===== src/rtl/cpu_clk_sched.sv =====
// Run-control scheduler: programmable clock divider plus HALT/RUN/STEP FSM that gates a one-cycle cpu_en.
// Optional: define CPU_EN_COUNT_EN to add a 32-bit en_count output counting cpu_en pulses since reset.
module cpu_clk_sched #(
  parameter int DIV_W   = 17,
  parameter int DEF_DIV = 4,
  parameter int CNT_W   = 16
) (
  input  logic             clock,
  input  logic             reset,
  input  logic             cmd_valid,
  output logic             cmd_ready,
  input  logic [1:0]       cmd_op,
  input  logic [DIV_W-1:0] cmd_arg,
  input  logic             halt_req,
  output logic             cpu_en,
  output logic [1:0]       state,
  output logic             done,
  output logic [CNT_W-1:0] steps_left
`ifdef CPU_EN_COUNT_EN
  ,
  output logic [31:0]      en_count
`endif
);

  typedef enum logic [1:0] {
    ST_HALT = 2'b00,
    ST_RUN  = 2'b01,
    ST_STEP = 2'b10
  } state_e;

  typedef enum logic [1:0] {
    OP_HALT   = 2'b00,
    OP_RUN    = 2'b01,
    OP_STEP   = 2'b10,
    OP_SETDIV = 2'b11
  } cmd_op_e;

  state_e           state_q;
  cmd_op_e          op;
  logic [DIV_W-1:0] q_q, q_d;
  logic [DIV_W-1:0] div_q;
  logic [CNT_W-1:0] steps_q;
  logic [CNT_W-1:0] step_n;
  logic             cpu_en_q, cpu_en_d;
  logic             done_q;
  logic             tick;
  logic             accept;
  logic             restart;

  assign op     = cmd_op_e'(cmd_op);
  assign step_n = cmd_arg[CNT_W-1:0];
  assign tick   = (q_q == div_q - DIV_W'(1));

  // A breakpoint blocks command acceptance; STEP runs to completion unless aborted.
  assign cmd_ready = ~halt_req & (state_q != ST_STEP);
  assign accept    = cmd_valid & cmd_ready;
  assign restart   = accept & (op != OP_HALT);

  // The tick is judged against the old state, except a HALT accepted in RUN suppresses it.
  assign cpu_en_d = tick & ~halt_req &
                    ((state_q == ST_STEP) |
                     ((state_q == ST_RUN) & ~(accept & (op == OP_HALT))));

  always_comb begin
    // NOTE: assign a default first so every path drives q_d and no latch is inferred.
    q_d = q_q + DIV_W'(1);
    if (restart || tick) begin
      q_d = '0;
    end
  end

  // NOTE: sequential state uses non-blocking assignments so all registers update from pre-edge values.
  always_ff @(posedge clock or posedge reset) begin
    if (reset) begin
      state_q  <= ST_HALT;
      q_q      <= '0;
      div_q    <= DIV_W'(DEF_DIV);
      steps_q  <= '0;
      cpu_en_q <= 1'b0;
      done_q   <= 1'b0;
    end else begin
      q_q      <= q_d;
      cpu_en_q <= cpu_en_d;
      done_q   <= 1'b0;
      if (halt_req) begin
        if (state_q == ST_STEP) begin
          done_q <= 1'b1;
        end
        state_q <= ST_HALT;
        steps_q <= '0;
      end else begin
        if (state_q == ST_STEP && tick) begin
          steps_q <= steps_q - CNT_W'(1);
          if (steps_q == CNT_W'(1)) begin
            state_q <= ST_HALT;
            done_q  <= 1'b1;
          end
        end
        if (accept) begin
          case (op)
            OP_HALT: state_q <= ST_HALT;
            OP_RUN:  state_q <= ST_RUN;
            OP_STEP: begin
              if (step_n == '0) begin
                state_q <= ST_HALT;
                steps_q <= '0;
                done_q  <= 1'b1;
              end else begin
                state_q <= ST_STEP;
                steps_q <= step_n;
              end
            end
            OP_SETDIV: div_q <= (cmd_arg == '0) ? DIV_W'(1) : cmd_arg;
            default: ;
          endcase
        end
      end
    end
  end

`ifdef CPU_EN_COUNT_EN
  logic [31:0] en_count_q;

  always_ff @(posedge clock or posedge reset) begin
    if (reset) begin
      en_count_q <= '0;
    end else if (cpu_en_d) begin
      en_count_q <= en_count_q + 32'd1;
    end
  end

  assign en_count = en_count_q;
`endif

  assign cpu_en     = cpu_en_q;
  assign state      = state_q;
  assign done       = done_q;
  assign steps_left = steps_q;

endmodule


===== config.mk =====
export PLATFORM = sky130hd
export DESIGN_NAME = cpu_clk_sched
export DESIGN_NICKNAME = d
export VERILOG_FILES = /design/src/rtl/cpu_clk_sched.sv
export SDC_FILE = /design/constraint.sdc
export NUM_CORES = 1
export LEC_CHECK = 0
export BUFFER_PORTS_ARGS = -buffer_cell sky130_fd_sc_hd__buf_4
export CORE_UTILIZATION = 60
export CTS_BUF_LIST = sky130_fd_sc_hd__clkbuf_4 sky130_fd_sc_hd__clkbuf_8
export DETAILED_ROUTE_END_ITERATION = 6
export PLACE_DENSITY_LB_ADDON = 0.3
export SLEW_MARGIN = 20
export SYNTH_ARGS = -nofsm -noshare
export SYNTH_HDL_FRONTEND = slang
export SYNTH_SLANG_ARGS = --single-unit

===== constraint.sdc =====
create_clock -name clock -period 3.55 [get_ports clock]
set_input_delay 0.8875 -clock clock [delete_from_list [all_inputs] [get_ports clock]]
set_output_delay 0.8875 -clock clock [all_outputs]
set_load 0.1 [all_outputs]

---- Word level (Yosys, flattened, before mapping) ----
Index checks and enable logic that the tools add are counted.
cells by class
  add/sub/neg operators ................... 3
  equality and inequality tests ........... 8
  muxes and demuxes ....................... 20
  bitwise operators ....................... 10
  reduce and logical (&&, ||, !) cells .... 7
operator list
  cell                     count
  $mux W16                 5
  $mux W17                 2
  $add A17 B1 Y17 const B  1
  $eq A17 B17 Y1           1
  $logic_not A17 Y1        1
  $sub A17 B1 Y17 const B  1
  $eq A16 B1 Y1 const B    1
  $logic_not A16 Y1        1
  $sub A16 B1 Y16 const B  1
  $mux W2                  5
  $and A1 B1 Y1            7
  $mux W1                  7
  $eq A2 B2 Y1 const B     3
  $pmux W2 S3              1
  $eq A2 B1 Y1 const B     2
  $reduce_and A3 Y1        1
  $logic_not A2 Y1         1
  $ne A2 B2 Y1 const B     1
  $not A1 Y1               2
  $reduce_bool A2 Y1       1
  $logic_and A1 B1 Y1      1
  $logic_or A1 B1 Y1       1
  $or A1 B1 Y1             1
word-level totals
  register bits ........................... 54

---- Longest topological paths before layout ----
Gate-level depths: netlist (run 1).
  depth after elaboration ................. 8
  mapped depth ............................ 13

---- Worst setup path after synthesis (run 1) ----
No wires, ideal clock.
  kind .................................... register to register
  from .................................... register state_q[0] (netlist: state[0])
  to ...................................... register div_q[0]
  library setup time ...................... 0.146 ns
  arrival ................................. 3.732 ns
  data required time ...................... 3.404 ns
  slack ................................... -0.327 ns
  cell stages (with the launch flop) ...... 7
  path buffers ............................ 1
  period minus slack after synthesis ...... 3.877 ns
  cell sequence ........................... dfrtp_1 > nor2b_1 > nor2_1 > nand4_1 > nor2_1 > clkbuf_1 > a22oi_1
on the way
  word-level cells in the longest chain between the ends .. 4
ends and longest elaborated chain
  element                             line  RTL
  start: declaration                  38    state_e state_q;
  start signal: assignment            75    state_q <= ST_HALT;
  start signal: assignment            89    state_q <= ST_HALT;
  start signal: assignment            95    state_q <= ST_HALT;
  $ne A2 B2 Y1                        55    assign cmd_ready = ~halt_req & (state_q != ST_STEP);
  $and A1 B1 Y1                       55
  via cmd_ready                       11    output logic cmd_ready,
  $and A1 B1 Y1                       56    assign accept = cmd_valid & cmd_ready;
  $reduce_and A3 Y1 (no source line)  -
  end signal: assignment              77    div_q <= DIV_W'(DEF_DIV);
  end signal: assignment              113   OP_SETDIV: div_q <= (cmd_arg == '0) ? DIV_W'(1) : cmd_arg;
  end: declaration                    41    logic [DIV_W-1:0] div_q;
The timed path passes the listed nets, and every way through them passes these cells.
A chain may end at the register's enable or synchronous reset.

---- Worst setup path after layout (run 1) ----
  from .................................... register div_q[0]
  to ...................................... register steps_q[13] (netlist: steps_left[13])
on the way
  word-level cells in the longest chain between the ends .. 7
ends and longest elaborated chain
  element                 line  RTL
  $sub A17 B1 Y17 *       52    assign tick = (q_q == div_q - DIV_W'(1));
  $eq A17 B17 Y1 *        52
  $logic_and A1 B1 Y1 *   92    if (state_q == ST_STEP && tick) begin
  $mux W16 *              92
  $mux W16                100   case (op)
  $mux W16 *              99    if (accept) begin
  $mux W16 *              85    if (halt_req) begin
  end signal: assignment  93    steps_q <= steps_q - CNT_W'(1);
  end signal: assignment  110   steps_q <= step_n;
  end: declaration        42    logic [CNT_W-1:0] steps_q;
Every way passes the cells marked *; elsewhere a longest branch is shown, timed or not.

==> flow_summary.yaml, run 1 <==
cells_and_area:
  finish.utilization_pct: 72.1
  drive_above_1_share_pct: 18.1
  layout_common_cells: "dfrtp_1 (53), buf_4 (49), nor2_1 (37), xor2_1 (29), nand2_1 (24)"
  syn2layout_area_growth_pct: 14.9
  layout.nets: 418
  nFillCells: 394
  final_common_cell: "dfrtp_1"
  n_antenna_cell: 0
route:
  drt-total-wl_um: 8130
  drt-initial-drc-count: 301
  viasPerCell: 6.40
  routedWlPerCell_um: 17.6
  dr.pass1.iters: 5
  detail-route-antenna-nets: 0
  drc: 0
  vias: 2959
min_path:
  hold_end: "q_q[0]"
  holdCritPathClass: "reg2reg"
  hold_start: "q_q[0]"
  whs_path_depth: 1
die:
  initial_core_util_pct: 62.8
  dieArea_mm2: 0.00571
  core_area_mm2: 0.00517
  ios: 44
  dieWidth_um: 75.6
  rows: 26
  fp.dieH_um: 75.6
placement:
  port_buffers: 43
  gp_congestion: 0.940
  post-dp-hpwl_um: 6030
synth:
  synth_area_leaders: "dfrtp_1 (41%), xor2_1 (7.8%), xnor2_1 (5.1%)"
  ys_warn_count: 0
  ys.flop_type: "dfrtp_1"
  avgSynthCellArea_um2: 9.25
  synth_fp_nets: 378
  synth_edf_count: 0
  ys_seq_area_share_pct: 41.6
  syn_inst: 351
  ys_ff_latch: 54
  synth_area_mm2: 0.00325
  synth.distinct_cells: 58
  synth_top_area_share_pct: 40.8
  synth-async-reset-ratio_pct: 100
  yosys.area.top_type: "dfrtp_1"
pwr:
  ir_worst_vdd_v: 0.000294
  p_leak_nw: 1.69
  power_density_mw_per_mm2: 453
clock_network:
  hold_buffers: 0
  tritoncts: "done"
  clkTransAtPathRegs_ns: 0.10
  clk_latency_ns: 0.31
  clk_path_buf_depth: 2
  cts_made_buffers: 5
  cts_root_buf: "clkbuf_8"
  cts_sinks: 54
  cts_setup_buffers: 0
  htreeDepth: 2
  cts.repair.resized: 0
setup_path:
  r2r-end: "steps_left[13]"
  reg2reg_depth: 10
  crit_required_ns: 3.76
  ff2ff_setup_slack_ns: 0.19
  reg2reg_from: "div_q[0]"
  crit_type: "reg2reg"
  start_kind: "register"
  worstPathMaxFanout: 7
  cp-end-kind: "register"
  arrival_ns: 3.56
timing:
  min_period_ns: 3.36
  final-setup-viol-count: 0
  rsz0062_at_grt: "no"
  slew-limit-headroom_pct: 29.0
  fin_crit_sh_pct: 94.5
  clock_skew_ns: 0.00949
  tns_ns: 0
  tightest_slew_ns: 1.06
  fmax_mhz: 298
  finalHoldViolations: 0
  slew_violations: 0
global_routing:
  grt_pass1_vias: 2788
  grt_use_total_pct: 30.9
  grt_max_degree: 55
  grt-ovfl-total: 0
  grt_pass1_wl_um: 13200
  antenna_found_initial: 0
outcome:
  status: "completed"
job:
  cap_viol_max_count: 0
==> cells in the mapped netlist (2+ instances only) <==
cell      instances
mux2i_1           2
a31oi_1           3
o211ai_1          2
nand3b_1          2
nand4_1          14
o22ai_1           2
and4_1            2
a21o_1            2
a21oi_1           4
a211oi_1          2
o21bai_1          2
or3_1             4
buf_2             5
xor2_1           29
nor3_1           14
nor2b_1           3
o21ai_0          16
nand2_1          24
nor2_1           38
and3_1            7
a22o_1           18
dfrtp_1          53
and2_1            2
nand2b_1          2
ha_1              4
inv_1            10
nor3b_1           2
nor4_1           12
xnor2_1          19
clkbuf_1         10
or4_1             2
nand3_1          14
==> worst max-delay path by stage <==
stage	startpoint	endpoint
after floorplan	state[0]	div_q[0]
after global placement	div_q[0]	steps_left[13]
after detailed placement	div_q[0]	steps_left[13]
after CTS	div_q[0]	steps_left[13]
after global routing	div_q[0]	steps_left[13]
final	div_q[0]	steps_left[13]
==> routing by layer <==
layer	up-vias	global-route usage, %	part of all wire [%]
met1	1442	44.1	45
met2	136	46.3	46
li1	1356	-	-
met5	-	0	0
met3	25	6.61	7.2
met4	0	11.7	2.0
==> through the flow <==
stage / hold WS [ns] / cells / power, W / worst slack [ns] / area, µm²
after floorplan: 0.482 / 351 / 0.00118 / 0.244 / 3250
after detailed placement: 0.540 / 454 / 0.00133 / 0.0540 / 3630
after global routing: 0.582 / 462 / 0.00178 / 0.0288 / 3730
after CTS: 0.556 / 462 / 0.00168 / 0.0515 / 3720
final: 0.549 / 462 / 0.00169 / 0.195 / 3730
after global placement: 0.544 / 454 / 0.00132 / 0.204 / 3630
==> area by class of cell <==
class,count,area [µm²],share of cell area (%)
Multi-Input combinational cell,271,1790,48.1
Sequential cell,54,1350,36.3
Clock buffer,7,83.8,2.25
Timing Repair Buffer,49,368,9.86
Inverter,10,38.8,1.04
Clock inverter,1,7.51,0.201
Tap cell,70,87.6,2.35
==> worst max-delay path: stages, from the launching register on <==
cell	delay [ns]
dfrtp_1	0.42
inv_1	0.09
ha_2	0.26
or4b_4	0.54
nor4b_4	0.28
o21ai_0	0.18
a32o_2	0.32
or4_4	0.49
and3b_1	0.25
nand2_1	0.07
a311o_1	0.35
==> power by group <==
part	switching (W)	total [W]	internal, W	leakage, nW
combinational	0.000314	0.000537	0.000223	0.934
clock	0.000199	0.000355	0.000155	0.0453
sequential	0.000113	0.000799	0.000686	0.716
total	0.000627	0.00169	0.00106	1.69
==> registers in the layout (all words and copies together) (netlist names) <==
register and cells:
div_q 17, steps_left 16, state 2, q_q 17, done 1, cpu_en 1
==> logic make-up after synthesis <==
logic type | synth area share [%]
mux | 0.963
fa+ha+maj | 1.54
xor+xnor | 12.9
buf+inv | 3.43
flops | 41.6
simple gates | 25.7
compound gates | 13.8
Power figures use the tool's default switching activity.
==> run 2: changes to the inputs <==
Settings changed: CORE_UTILIZATION 60 to 58, CTS_BUF_LIST sky130_fd_sc_hd__clkbuf_4 sky130_fd_sc_hd__clkbuf_8 to not set.
==> run 2 against run 1 <==
Sequential share of layout area about the same; sequential power rose by 1%; largest cell class unchanged; non-clock buffer count is 1 lower; design area decreased by 0.13%; clock power up 4%.
==> flow_summary.yaml, run 2 (synthesized netlist as in run 1, its figures left out) <==
min_path:
  hold_start: "q_q[0]"
  holdCritPathClass: "reg2reg"
route:
  detail-route-antenna-nets: 0
  drt-initial-drc-count: 291
  routedWlPerCell_um: 18.6
  drc: 0
  vias: 2950
  viasPerCell: 6.40
  drt-total-wl_um: 8580
  dr.pass1.iters: 5
pwr:
  p_leak_nw: 1.69
  power_density_mw_per_mm2: 457
  ir_worst_vdd_v: 0.000243
cells_and_area:
  layout_common_cells: "dfrtp_1 (53), buf_4 (48), nor2_1 (36), xor2_1 (29), nand2_1 (24)"
  layout.nets: 417
  drive_above_1_share_pct: 18.2
  syn2layout_area_growth_pct: 14.7
  final_cells: 461
  final_common_cell: "dfrtp_1"
  n_antenna_cell: 0
timing:
  fin_crit_sh_pct: 94.2
  finalHoldViolations: 0
  slew-limit-headroom_pct: 45.0
  fmax_mhz: 299
  min_period_ns: 3.34
  tightest_slew_ns: 0.817
  tns_ns: 0
  slew_violations: 0
  final-setup-viol-count: 0
  rsz0062_at_grt: "no"
  clock_skew_ns: 0.00972
  worst_slack_ns: 0.205
setup_path:
  crit_required_ns: 3.77
  arrival_ns: 3.56
  reg2reg_depth: 10
  ff2ff_setup_slack_ns: 0.21
  worst_path_largest_cell_delay_ns: 0.54
  r2r-end: "steps_left[13]"
  startpoint: "div_q[0]"
  slowest_stage: "or4b_4"
  start_kind: "register"
  cp-end-kind: "register"
  worstPathMaxFanout: 7
  crit_chain: "inv_1 -> ha_2 -> or4b_4 -> nor4b_4 -> o21ai_0 -> a32o_2 -> or4_4 -> and3b_1 -> nand2_1 -> a311o_1"
  reg2reg_from: "div_q[0]"
  crit_path_end: "steps_left[13]"
  crit_type: "reg2reg"
die:
  ios: 44
  core_area_mm2: 0.00524
  dieArea_mm2: 0.00590
  fp.dieH_um: 76.8
  dieWidth_um: 76.8
  initial_core_util_pct: 62.0
  rows: 26
placement:
  gp_congestion: 0.902
  post-dp-hpwl_um: 6300
  dp_cells: 453
  port_buffers: 43
  pre_cts_slack_ns: 0.111
global_routing:
  grt_pass1_wl_um: 14100
  grt_max_degree: 29
  grt_use_total_pct: 30.9
  antenna_found_initial: 0
  grt-ovfl-total: 0
  grt_pass1_vias: 2787
job:
  cap_viol_max_count: 0
clock_network:
  cts_root_buf: "clkbuf_8"
  cts_made_buffers: 5
  clkTransAtPathRegs_ns: 0.11
  cts_setup_buffers: 0
  clk_path_buf_depth: 2
  hold_buffers: 0
  cts.repair.resized: 0
  htreeDepth: 2
  clk_latency_ns: 0.33
  tritoncts: "done"
  cts_sinks: 54
outcome:
  status: "completed"
run 2: report_power, final:
group | internal [W] | switching [W] | total [W]
logic | 0.000217 | 0.000305 | 0.000522
clock network | 0.000142 | 0.000228 | 0.000370
registers | 0.000686 | 0.000124 | 0.000810
run 2: how the worst min path moves through the flow:
stage	end	slack [ns]	cells after the start
final	q_q[0]	0.55	1
after global routing	q_q[0]	0.57	1
after CTS	q_q[0]	0.55	1
after detailed placement	q_q[0]	0.54	1
after global placement	q_q[0]	0.54	1
after floorplan	q_q[0]	0.48	1
run 2: layer usage:
metal | vias to the layer above | GRT usage (%) | part of all wire [%]
li1 | 1354 | - | -
met5 | - | 0 | 0
met2 | 124 | 49.7 | 47
met1 | 1455 | 43.4 | 44
met4 | 0 | 9.23 | 1.7
met3 | 17 | 3.93 | 6.5
run 2: area by class of cell:
cell class / instances / area [µm²]
timing repair buffer: 48 / 360
fill: 433 / 1510
sequential: 54 / 1350
multi-input combinational: 271 / 1800
inverter: 10 / 37.5
tap: 70 / 87.6
clock inverter: 3 / 23.8
clock buffer: 5 / 68.8
run 2: stage by stage:
stage                     hold slack [ns]  utilization, %  cell area [µm²]  total power [W]
after floorplan                     0.482               -             3250          0.00118
after global placement              0.542            69.2             3620          0.00131
after detailed placement            0.537            69.2             3620          0.00133
after CTS                           0.550            71.0             3720          0.00169
after global routing                0.567            71.1             3730          0.00178
final                               0.550            71.1             3730          0.00170
run 2: critical path: cells and delay by family (launching register included):
family / cells / cell delay, ns
flip-flops: 1 / 0.44
adder cells (fa/ha/maj): 1 / 0.25
AND/OR/NAND/NOR: 5 / 1.62
AO/OA/AOI/OAI: 3 / 0.82
buffers and inverters: 1 / 0.10
